**src/rtl/seq_restoring_divider.sv**
```systemverilog
// Sequential radix-2 restoring divider: 2N-bit dividend / N-bit divisor -> N-bit quotient and remainder.
// Optional macro DIV_EARLY_TERM_EN: finish in one edge when the dividend is already smaller than the divisor.
module seq_restoring_divider #(
    parameter int N = 8
) (
    input  logic           clk,
    input  logic           rst_n,
    input  logic           in_valid,
    output logic           in_ready,
    input  logic [2*N-1:0] dividend,
    input  logic [N-1:0]   divisor,
    output logic           out_valid,
    input  logic           out_ready,
    output logic [N-1:0]   quotient,
    output logic [N-1:0]   remainder,
    output logic           div_by_zero,
    output logic           overflow,
    output logic [1:0]     dbg_state
);

    // Handshake: a transfer happens on a rising edge where valid and ready are both high;
    // in_ready is high only in IDLE, out_valid only in DONE, and results hold until taken.

    typedef enum logic [1:0] {
        S_IDLE = 2'd0,
        S_RUN  = 2'd1,
        S_DONE = 2'd2
    } state_t;

    localparam int CW = $clog2(N + 1);
    localparam logic [CW-1:0] LAST_ITER = CW'(N - 1);

    state_t        state_q, state_d;
    logic [N:0]    r9_q, r9_d;
    logic [N-1:0]  qs_q, qs_d;
    logic [N-1:0]  b_q, b_d;
    logic [CW-1:0] count_q, count_d;
    logic [N-1:0]  quot_q, quot_d;
    logic [N-1:0]  rem_q, rem_d;
    logic          dbz_q, dbz_d;
    logic          ovf_q, ovf_d;

    logic [N:0]    trial;
    logic [N:0]    trial_diff;
    logic          qbit;
    logic [N:0]    r9_next;
    logic [N-1:0]  qs_next;

    // One restoring step: shift in the next dividend bit, subtract if it fits.
    always_comb begin
        trial      = {r9_q[N-1:0], qs_q[N-1]};
        trial_diff = trial - {1'b0, b_q};
        qbit       = (trial >= {1'b0, b_q});
        r9_next    = qbit ? trial_diff : trial;
        qs_next    = {qs_q[N-2:0], qbit};
    end

    always_comb begin
        state_d = state_q;
        r9_d    = r9_q;
        qs_d    = qs_q;
        b_d     = b_q;
        count_d = count_q;
        quot_d  = quot_q;
        rem_d   = rem_q;
        dbz_d   = dbz_q;
        ovf_d   = ovf_q;
        case (state_q)
            S_IDLE: begin
                if (in_valid) begin
                    if (divisor == '0) begin
                        quot_d  = '1;
                        rem_d   = '0;
                        dbz_d   = 1'b1;
                        state_d = S_DONE;
                    end else if (dividend[2*N-1:N] >= divisor) begin
                        quot_d  = '1;
                        rem_d   = '0;
                        ovf_d   = 1'b1;
                        state_d = S_DONE;
                    end
`ifdef DIV_EARLY_TERM_EN
                    else if ((dividend[2*N-1:N] == '0) && (dividend[N-1:0] < divisor)) begin
                        quot_d  = '0;
                        rem_d   = dividend[N-1:0];
                        state_d = S_DONE;
                    end
`endif
                    else begin
                        r9_d    = {1'b0, dividend[2*N-1:N]};
                        qs_d    = dividend[N-1:0];
                        b_d     = divisor;
                        count_d = '0;
                        state_d = S_RUN;
                    end
                end
            end
            S_RUN: begin
                r9_d    = r9_next;
                qs_d    = qs_next;
                count_d = count_q + 1'b1;
                // r9 stays below the divisor, so its low N bits are the whole remainder.
                if (count_q == LAST_ITER) begin
                    quot_d  = qs_next;
                    rem_d   = r9_next[N-1:0];
                    state_d = S_DONE;
                end
            end
            S_DONE: begin
                if (out_ready) begin
                    dbz_d   = 1'b0;
                    ovf_d   = 1'b0;
                    state_d = S_IDLE;
                end
            end
            default: state_d = S_IDLE;
        endcase
    end

    always_ff @(posedge clk or negedge rst_n) begin
        if (!rst_n) begin
            state_q <= S_IDLE;
            r9_q    <= '0;
            qs_q    <= '0;
            b_q     <= '0;
            count_q <= '0;
            quot_q  <= '0;
            rem_q   <= '0;
            dbz_q   <= 1'b0;
            ovf_q   <= 1'b0;
        end else begin
            state_q <= state_d;
            r9_q    <= r9_d;
            qs_q    <= qs_d;
            b_q     <= b_d;
            count_q <= count_d;
            quot_q  <= quot_d;
            rem_q   <= rem_d;
            dbz_q   <= dbz_d;
            ovf_q   <= ovf_d;
        end
    end

    assign in_ready    = (state_q == S_IDLE);
    assign out_valid   = (state_q == S_DONE);
    assign quotient    = quot_q;
    assign remainder   = rem_q;
    assign div_by_zero = dbz_q;
    assign overflow    = ovf_q;
    assign dbg_state   = state_q;

endmodule

```
**config.mk**
```make
export PLATFORM = sky130hd
export DESIGN_NAME = seq_restoring_divider
export DESIGN_NICKNAME = d
export VERILOG_FILES = /design/src/rtl/seq_restoring_divider.sv
export SDC_FILE = /design/constraint.sdc
export NUM_CORES = 1
export LEC_CHECK = 0
export CORE_MARGIN = 3
export CORE_UTILIZATION = 40
export DETAILED_ROUTE_END_ITERATION = 8
export HOLD_SLACK_MARGIN = 0.1
export PLACE_DENSITY_LB_ADDON = 0.3
export SYNTH_ARGS = -nofsm -noshare
export SYNTH_HDL_FRONTEND = slang
export SYNTH_SLANG_ARGS = --single-unit
```
**constraint.sdc**
```tcl
create_clock -name clk -period 5.8 [get_ports clk]
set_clock_uncertainty 0.05 [all_clocks]
set_input_delay 0.58 -clock clk [delete_from_list [all_inputs] [get_ports clk]]
set_output_delay 0.58 -clock clk [all_outputs]
set_load 0.05 [all_outputs]
```
**Yosys cells after proc, flatten, opt, wreduce, memory -nomap -nowiden**

Cells that the tools add are included.
W data, S select, Z words.

- Bits in registers: 48
- Bits of input ports: 28

- Eq/ne operators: 11
- Reduce and logical (&&, ||, !) cells: 10
- Multiplexer cells: 37
- Add/subtract/negate cells: 2
- Bitwise logic cells: 2
- $lt $le $gt $ge: 2

Operators with widths:

| operator | count |
|---|---|
| $mux W8 | 15 |
| $pmux W8 S2 | 4 |
| $reduce_and A4 Y1 | 4 |
| $mux W4 | 3 |
| $mux W2 | 5 |
| $ge A9 B8 Y1 | 1 |
| $ge A8 B8 Y1 | 1 |
| $logic_not A8 Y1 | 1 |
| $ne A2 B2 Y1 const B | 4 |
| $pmux W4 S2 | 1 |
| $sub A8 B8 Y8 | 1 |
| $mux W1 | 6 |
| $ne A2 B1 Y1 const B | 3 |
| $pmux W2 S3 | 1 |
| $reduce_and A5 Y1 | 1 |
| $add A4 B1 Y4 const B | 1 |
| $eq A4 B3 Y1 const B | 1 |
| $pmux W1 S2 | 2 |
| $reduce_bool A2 Y1 | 2 |
| $ne A3 B1 Y1 const B | 1 |
| $reduce_and A3 Y1 | 1 |
| $eq A2 B1 Y1 const B | 1 |
| $eq A2 B2 Y1 const B | 1 |
| $logic_not A2 Y1 | 1 |
| $not A1 Y1 | 2 |

**Longest topological paths before layout**

Gate-level depths: netlist (run 1).

- Word-level depth: 5
- Depth in mapped cells: 10
- Mapped depth without buffers: 10

**Least setup slack after synthesis (run 1)**

Ideal clock, no wire load.

- Kind: input to register
- Start point: input port divisor[3]
- End point: register b_q[0]
- Stages on the path: 7
- Arrival: 2.270 ns
- Library setup time: 0.125 ns
- Path slack: 3.355 ns
- Buffers on the path: 0
- Cells stage by stage: inv_1 > ha_1 > or4_1 > a21oi_2 > o31ai_2 > nor4_4 > mux2_4

- Longest elaborated chain between the ends: 3

RTL lines:

| what | line | source |
|---|---|---|
| start: declaration | 11 | `input logic [N-1:0] divisor,` |
| $ge A8 B8 Y1 / $logic_not A8 Y1 (equally long branches) | 76, 71 |  |
| $not A1 Y1 (no line) | -- |  |
| $reduce_and A4 Y1 (no line) (*) | -- |  |
| end signal: assignment | 125 | `b_q <= '0;` |
| end signal: assignment | 135 | `b_q <= b_d;` |
| end: declaration | 36 | `logic [N-1:0] b_q, b_d;` |

Every way passes the cells marked *; elsewhere a longest branch is shown, timed or not.
A chain may end at the register's enable or synchronous reset.

**Worst setup path in the final report (run 1)**

- Start point: input port divisor[3]
- End point: register r9_q[7]

- Longest elaborated chain between the ends: 3

RTL lines:

| what | line | source |
|---|---|---|
| $ge A8 B8 Y1 / $logic_not A8 Y1 (equally long branches) | 76, 71 |  |
| $ne A2 B2 Y1 (no line) | -- |  |
| $reduce_and A4 Y1 (no line) (*) | -- |  |
| end signal: assignment | 133 | `r9_q <= r9_d;` |
| end: declaration | 34 | `logic [N:0] r9_q, r9_d;` |

Marked as above.

==> flow_metrics.env, run 1 <==
export IMPL_p_per_area_nw_per_um2=620
export IMPL_clock_path_buffers=2
export IMPL_cts_max_level=2
export IMPL_yosysTopAreaCellShare_pct=44.1
export IMPL_max_freq_mhz=294
export IMPL_core_area_um2=6460
export IMPL_grtUsageTotal_pct=16.8
export IMPL_grt_max_degree=49
export IMPL_ios=50
export IMPL_hpwl_mm=4.35
export IMPL_slew_viol_final=0
export IMPL_synth_largest_area_cell="dfrtp_1"
export IMPL_die_h_um=88.5
export IMPL_crit_type="in -> reg"
export IMPL_drc=0
export IMPL_yosysWarnings=0
export IMPL_grt_pass1_wl_mm=10.2
export IMPL_port_buffer_count=49
export IMPL_rsz0062_at_grt="no"
export IMPL_cts_root_buffer="clkbuf_8"
export IMPL_cts_tree="done"
export IMPL_dpl_instance_area_um2=3250
export IMPL_cts_clk_slew_worst_paths_ps=90
export IMPL_switchingPower_mw=0.979
export IMPL_setup_viol=0
export IMPL_worst_pin_slew_ps=1150
export IMPL_synthTopCellsByCount="dfrtp_1 (48), mux2i_1 (29), nand2_1 (26)"
export IMPL_p_leak_nw=1.47
export IMPL_synth_seq_area_share_pct=44.1
export IMPL_slowest_stage="nor3_4"
export IMPL_critPathCaptureType="flop"
export IMPL_num_antenna_cells=0
export IMPL_drtAntennaViolNets=0
export IMPL_critical_path_peak_fanout=20
export IMPL_synthCells=269
export IMPL_syn_area_um2=2720
export IMPL_ys_flop_type="dfrtp_1"
export IMPL_synth_seq_cells=48
export IMPL_post_route_period_util_pct=58.7
export IMPL_p_seq_share_pct=29.0
export IMPL_antenna_found_initial=0
export IMPL_grt_pass1_vias=2046
export IMPL_die_area_um2=7830
export IMPL_synth_edff_count=0
export IMPL_hp_class="in -> async"
export IMPL_grt_overflow_total=0
export IMPL_die_x_um=88.5
export IMPL_place_congestion=0.805
export IMPL_synth_async_reset_ratio_pct=100
export IMPL_peakVddDrop_mv=0.242
export IMPL_synth_area_leaders="dfrtp_1 (44%), mux2i_1 (11%), ha_1 (7.8%), nand2_1 (3.6%), a21oi_1 (2.9%)"
export IMPL_p_int_mw=1.10
export IMPL_p_clk_share_pct=10.4
export IMPL_initial_core_util_pct=42.1
export IMPL_stdcell_area_um2=3350
export IMPL_synth_distinct_cells=44
export IMPL_required_ps=5910
export IMPL_drt_wirelength_per_cell_um=15.1
export IMPL_wl_mm=5.96
export IMPL_clock_latency_ps=310
export IMPL_yosysMostFrequentCell="dfrtp_1"
export IMPL_post_route_min_period_ps=3410
export IMPL_drt_iter0_drc=70
export IMPL_avgSynthCellArea_um2=10.1
export IMPL_cts_setup_buffers=0
export IMPL_critPathMaxStageDelay_ps=950
export IMPL_cp_cell_sequence="clkdlybuf4s50_1 > inv_1 > ha_1 > or4_1 > a21oi_2 > o31ai_2 > nor3_4 > mux2i_1 > mux2i_1"
export IMPL_crit_path_start_kind="input pin"
export IMPL_setup_tns_ps=0
export IMPL_swShare_pct=47.2
export IMPL_relSlewSlack_pct=23.1
export IMPL_fin_nets=362
export IMPL_synth_nets=315
export IMPL_path_common_cell="mux2i_1"
export IMPL_clock_sinks=48
export IMPL_vias_per_cell=5.20
export IMPL_combPwrFrac_pct=60.6
export IMPL_status="complete, no violations"
export IMPL_arrival_ps=3510
export IMPL_cts_made_buffers=5
export IMPL_max_cap_violations=0
export IMPL_final_core_util_pct=51.8
export IMPL_area_growth_pct=23.0
export IMPL_power_mw=2.07
export IMPL_num_rows=29
export IMPL_final_hold_viol_count=0
export IMPL_cts_resized=0
export IMPL_route_vias_total=2050
export IMPL_holdBufCountCts=0
export IMPL_final_layout_size_suffix_gt1_share_pct=5.68
export IMPL_firstDrtPassIters=4
==> layout make-up <==
cell class	instances	area (um^2)
clock buffers	6	82.6
clock inverters	2	13.8
fillers	591	3110
inverters	21	78.8
multi-input cells	189	1380
flip-flops and latches	48	1200
well taps	77	96.3
repair buffers	51	500
==> per-layer routing <==
metal | GRT usage (%) | vias up | share of wire (%)
met3 | 3.82 | 9 | 4.9
met4 | 5.22 | 0 | 1.6
met5 | 0 | - | 0
met2 | 24.2 | 38 | 43
met1 | 25.1 | 964 | 51
li1 | - | 1039 | -
==> final timing paths <==
kind | startpoint | endpoint | slack (ps) | depth (start not counted)
worst max-delay path | divisor[3] | r9_q[7] | 2390 | 9
worst min-delay path | rst_n | b_q[5] | 420 | 1
worst max register to register | r9_q[5] | remainder[3] | 3160 | 8
worst min register to register | remainder[5] | remainder[5] | 450 | 1
max in group asynchronous | rst_n | remainder[6] | 4610 | 1
min in group clk | remainder[5] | remainder[5] | 450 | 1
==> cell usage in the layout, fill, tap and decap left out, types with 2 or more instances in the layout <==
master and count:
a211oi_1 2, a21o_1 4, a21oi_1 16, a21oi_2 2
a2bb2oi_1 2, buf_4 2, clkbuf_8 6, clkdlybuf4s50_1 48
dfrtp_1 48, ha_1 17, inv_1 21, mux2i_1 29
nand2_1 26, nand2b_1 4, nand3_1 3, nor2_1 18
nor2b_1 4, o21ai_0 13, o21ai_1 8, o22a_1 7
o2bb2ai_1 8, or4_1 2, xnor2_1 4
==> logic make-up (layout without fill, tap and decap cells) <==
kind of cell / count (synthesis) / after routing / share of synthesized area (%)
mux: 30 / 30 / 11.2
simple gates: 66 / 66 / 12.2
buf+inv: 32 / 80 / 5.33
xor+xnor: 5 / 5 / 1.61
fa+ha+maj: 18 / 18 / 8.55
flops: 48 / 48 / 44.1
compound gates: 70 / 70 / 17.0
==> flip-flops by register name (all words and copies together) (netlist names) <==
name and count:
count_q 4, remainder 8, overflow 1, b_q 8, qs_q 8, div_by_zero 1
dbg_state 2, quotient 8, r9_q 8
==> through the flow <==
stage | instances | setup WS (ps) | hold WS (ps)
after detailed placement | 386 | 2070 | 426
after CTS | 394 | 2370 | 447
final | 394 | 2390 | 418
after floorplan | 269 | 3350 | 234
after global placement | 386 | 2170 | 423
after global routing | 394 | 2160 | 466
==> worst max-delay path: cells and delay by family <==
family | cells | cell delay [ps]
AO/OA/AOI/OAI | 2 | 280
AND/OR/NAND/NOR | 2 | 1490
multiplexers | 2 | 400
adder cells (fa/ha/maj) | 1 | 200
buffers and inverters | 2 | 560
==> power by group through the flow <==
stage / clock, mW / combinational, mW / sequential [mW]
floorplan: 0 / 0.757 / 0.781
global placement: 0 / 1.24 / 0.605
detailed placement: 0 / 1.26 / 0.608
CTS: 0.224 / 1.27 / 0.603
global route: 0.234 / 1.40 / 0.626
finish: 0.215 / 1.26 / 0.602
Note: power is estimated with default switching activity, not from simulation.
==> inputs of run 2 (changes only) <==
- clock period: 5.8 -> 2.9 ns (I/O delays scaled with it)
==> run 2 against run 1 <==
Against the previous run: setup slack lost 2000 ps; via count grew 1.5%; largest cell class unchanged; critical path depth grew 1; sequential share of layout area shrank 0.50 points; critical endpoint is now r9_q[1].
==> flow_metrics.env, run 2 (synthesized netlist as in run 1, its figures left out) <==
export IMPL_status="complete, no violations"
export IMPL_p_leak_nw=1.49
export IMPL_critPathCaptureType="flop"
export IMPL_cts_resized=0
export IMPL_slew_viol_final=0
export IMPL_post_route_period_util_pct=85.5
export IMPL_arrival_ps=2580
export IMPL_crit_path_start_kind="input pin"
export IMPL_clock_sinks=48
export IMPL_worst_pin_slew_ps=774
export IMPL_drtAntennaViolNets=0
export IMPL_ios=50
export IMPL_port_buffer_count=49
export IMPL_critical_path_peak_fanout=20
export IMPL_clock_latency_ps=310
export IMPL_vias_per_cell=5.23
export IMPL_hp_class="reg -> reg"
export IMPL_initial_core_util_pct=42.1
export IMPL_max_cap_violations=0
export IMPL_antenna_found_initial=0
export IMPL_drt_wirelength_per_cell_um=15.5
export IMPL_die_x_um=88.5
export IMPL_fillCellCount=599
export IMPL_crit_type="in -> reg"
export IMPL_cts_clk_slew_worst_paths_ps=80
export IMPL_firstDrtPassIters=4
export IMPL_p_per_area_nw_per_um2=1230
export IMPL_grtUsageTotal_pct=17.0
export IMPL_grt_overflow_total=0
export IMPL_fin_nets=367
export IMPL_grt_pass1_vias=2027
export IMPL_clock_path_buffers=2
export IMPL_max_freq_mhz=403
export IMPL_wl_mm=6.17
export IMPL_place_congestion=0.764
export IMPL_post_route_min_period_ps=2480
export IMPL_hpwl_mm=4.55
export IMPL_num_rows=29
export IMPL_cts_made_buffers=5
export IMPL_cts_root_buffer="clkbuf_8"
export IMPL_drc=0
export IMPL_die_h_um=88.5
export IMPL_relSlewSlack_pct=48.4
export IMPL_required_ps=3000
export IMPL_rsz0062_at_grt="no"
export IMPL_most_common_layout_cells="dfrtp_1 (48), clkdlybuf4s50_1 (48), mux2i_1 (29)"
export IMPL_final_hold_viol_count=0
export IMPL_cts_max_level=2
export IMPL_final_layout_size_suffix_gt1_share_pct=6.54
export IMPL_num_antenna_cells=0
export IMPL_setup_viol=0
export IMPL_grt_max_degree=26
export IMPL_die_area_um2=7830
export IMPL_area_growth_pct=24.8
export IMPL_setup_tns_ps=0
export IMPL_grt_pass1_wl_mm=10.2
export IMPL_cts_tree="done"
export IMPL_route_vias_total=2080
export IMPL_hold_slack_ps=446
export IMPL_core_area_um2=6460
export IMPL_peakVddDrop_mv=0.537
export IMPL_drt_iter0_drc=55
run 2: stage by stage:
stage | instance area [um^2] | power [mW] | util (%) | instances | worst slack (ps)
after floorplan | 2720 | 3.07 | - | 269 | 745
after global placement | 3290 | 3.71 | 51.0 | 390 | 115
after detailed placement | 3290 | 3.76 | 51.0 | 390 | 96.2
after CTS | 3400 | 4.20 | 52.6 | 398 | 404
after global routing | 3400 | 4.51 | 52.6 | 398 | 232
final | 3400 | 4.16 | 52.6 | 398 | 421
run 2: per-layer routing:
layer	track usage, %	wire length, um	up-vias
met5	0	0	-
met4	4.95	76	0
met3	3.72	231	10
met2	25.5	2700	43
met1	24.7	3170	980
li1	-	-	1047
run 2: what timing repair did:
item / CTS / global route
buffers inserted: 0 / 0
hold buffers: 1 / 0
endpoints found under the hold margin: 23 / 0
run 2: path summary, 6_finish.rpt:
kind                            slack [ps]         from      endpoint  cells past startpoint
worst max-delay path                   420   divisor[3]       r9_q[1]                     10
worst max register to register         530      qs_q[7]  remainder[6]                     10
min in group asynchronous              460        rst_n        b_q[2]                      2
worst min register to register         450  quotient[3]   quotient[3]                      1
worst min-delay path                   450  quotient[3]   quotient[3]                      1
max in group asynchronous             1570        rst_n       qs_q[4]                      3
run 2: worst max-delay path: stages:
cell and delay (ps):
clkdlybuf4s50_1 480, inv_1 60, ha_1 200, or4_1 540, a21oi_2 130, o31ai_2 140, nor3_4 230, buf_12 210
mux2i_1 210, mux2i_1 90
run 2: area by class of cell:
type	instances	area, um^2	share of cell area (%)
Tap cell	77	96.3	2.84
Inverter	21	78.8	2.32
Clock inverter	1	8.76	0.258
Timing Repair Buffer	56	553	16.3
Sequential cell	48	1200	35.4
Multi-Input combinational cell	189	1380	40.5
Clock buffer	6	82.6	2.43
run 2: power by group:
group / switching (mW) / leakage, nW / internal (mW)
registers: 0.232 / 0.574 / 0.985
logic: 1.50 / 0.869 / 1.03
clock network: 0.229 / 0.0473 / 0.191
==> inputs of run 3 (changes only) <==
--- a/constraint.sdc
+++ b/constraint.sdc
@@ -4,2 +4,2 @@
 set_output_delay 0.29 -clock clk [all_outputs]
-set_load 0.05 [all_outputs]
+set_load 0.02 [all_outputs]
==> results of run 3 <==
The final DEF is identical to that of run 2. Status: complete, no violations.
Main changes from that run: total power 4.16 mW -> 3.88 mW; worst IR drop on VDD 0.537 mV -> 0.471 mV
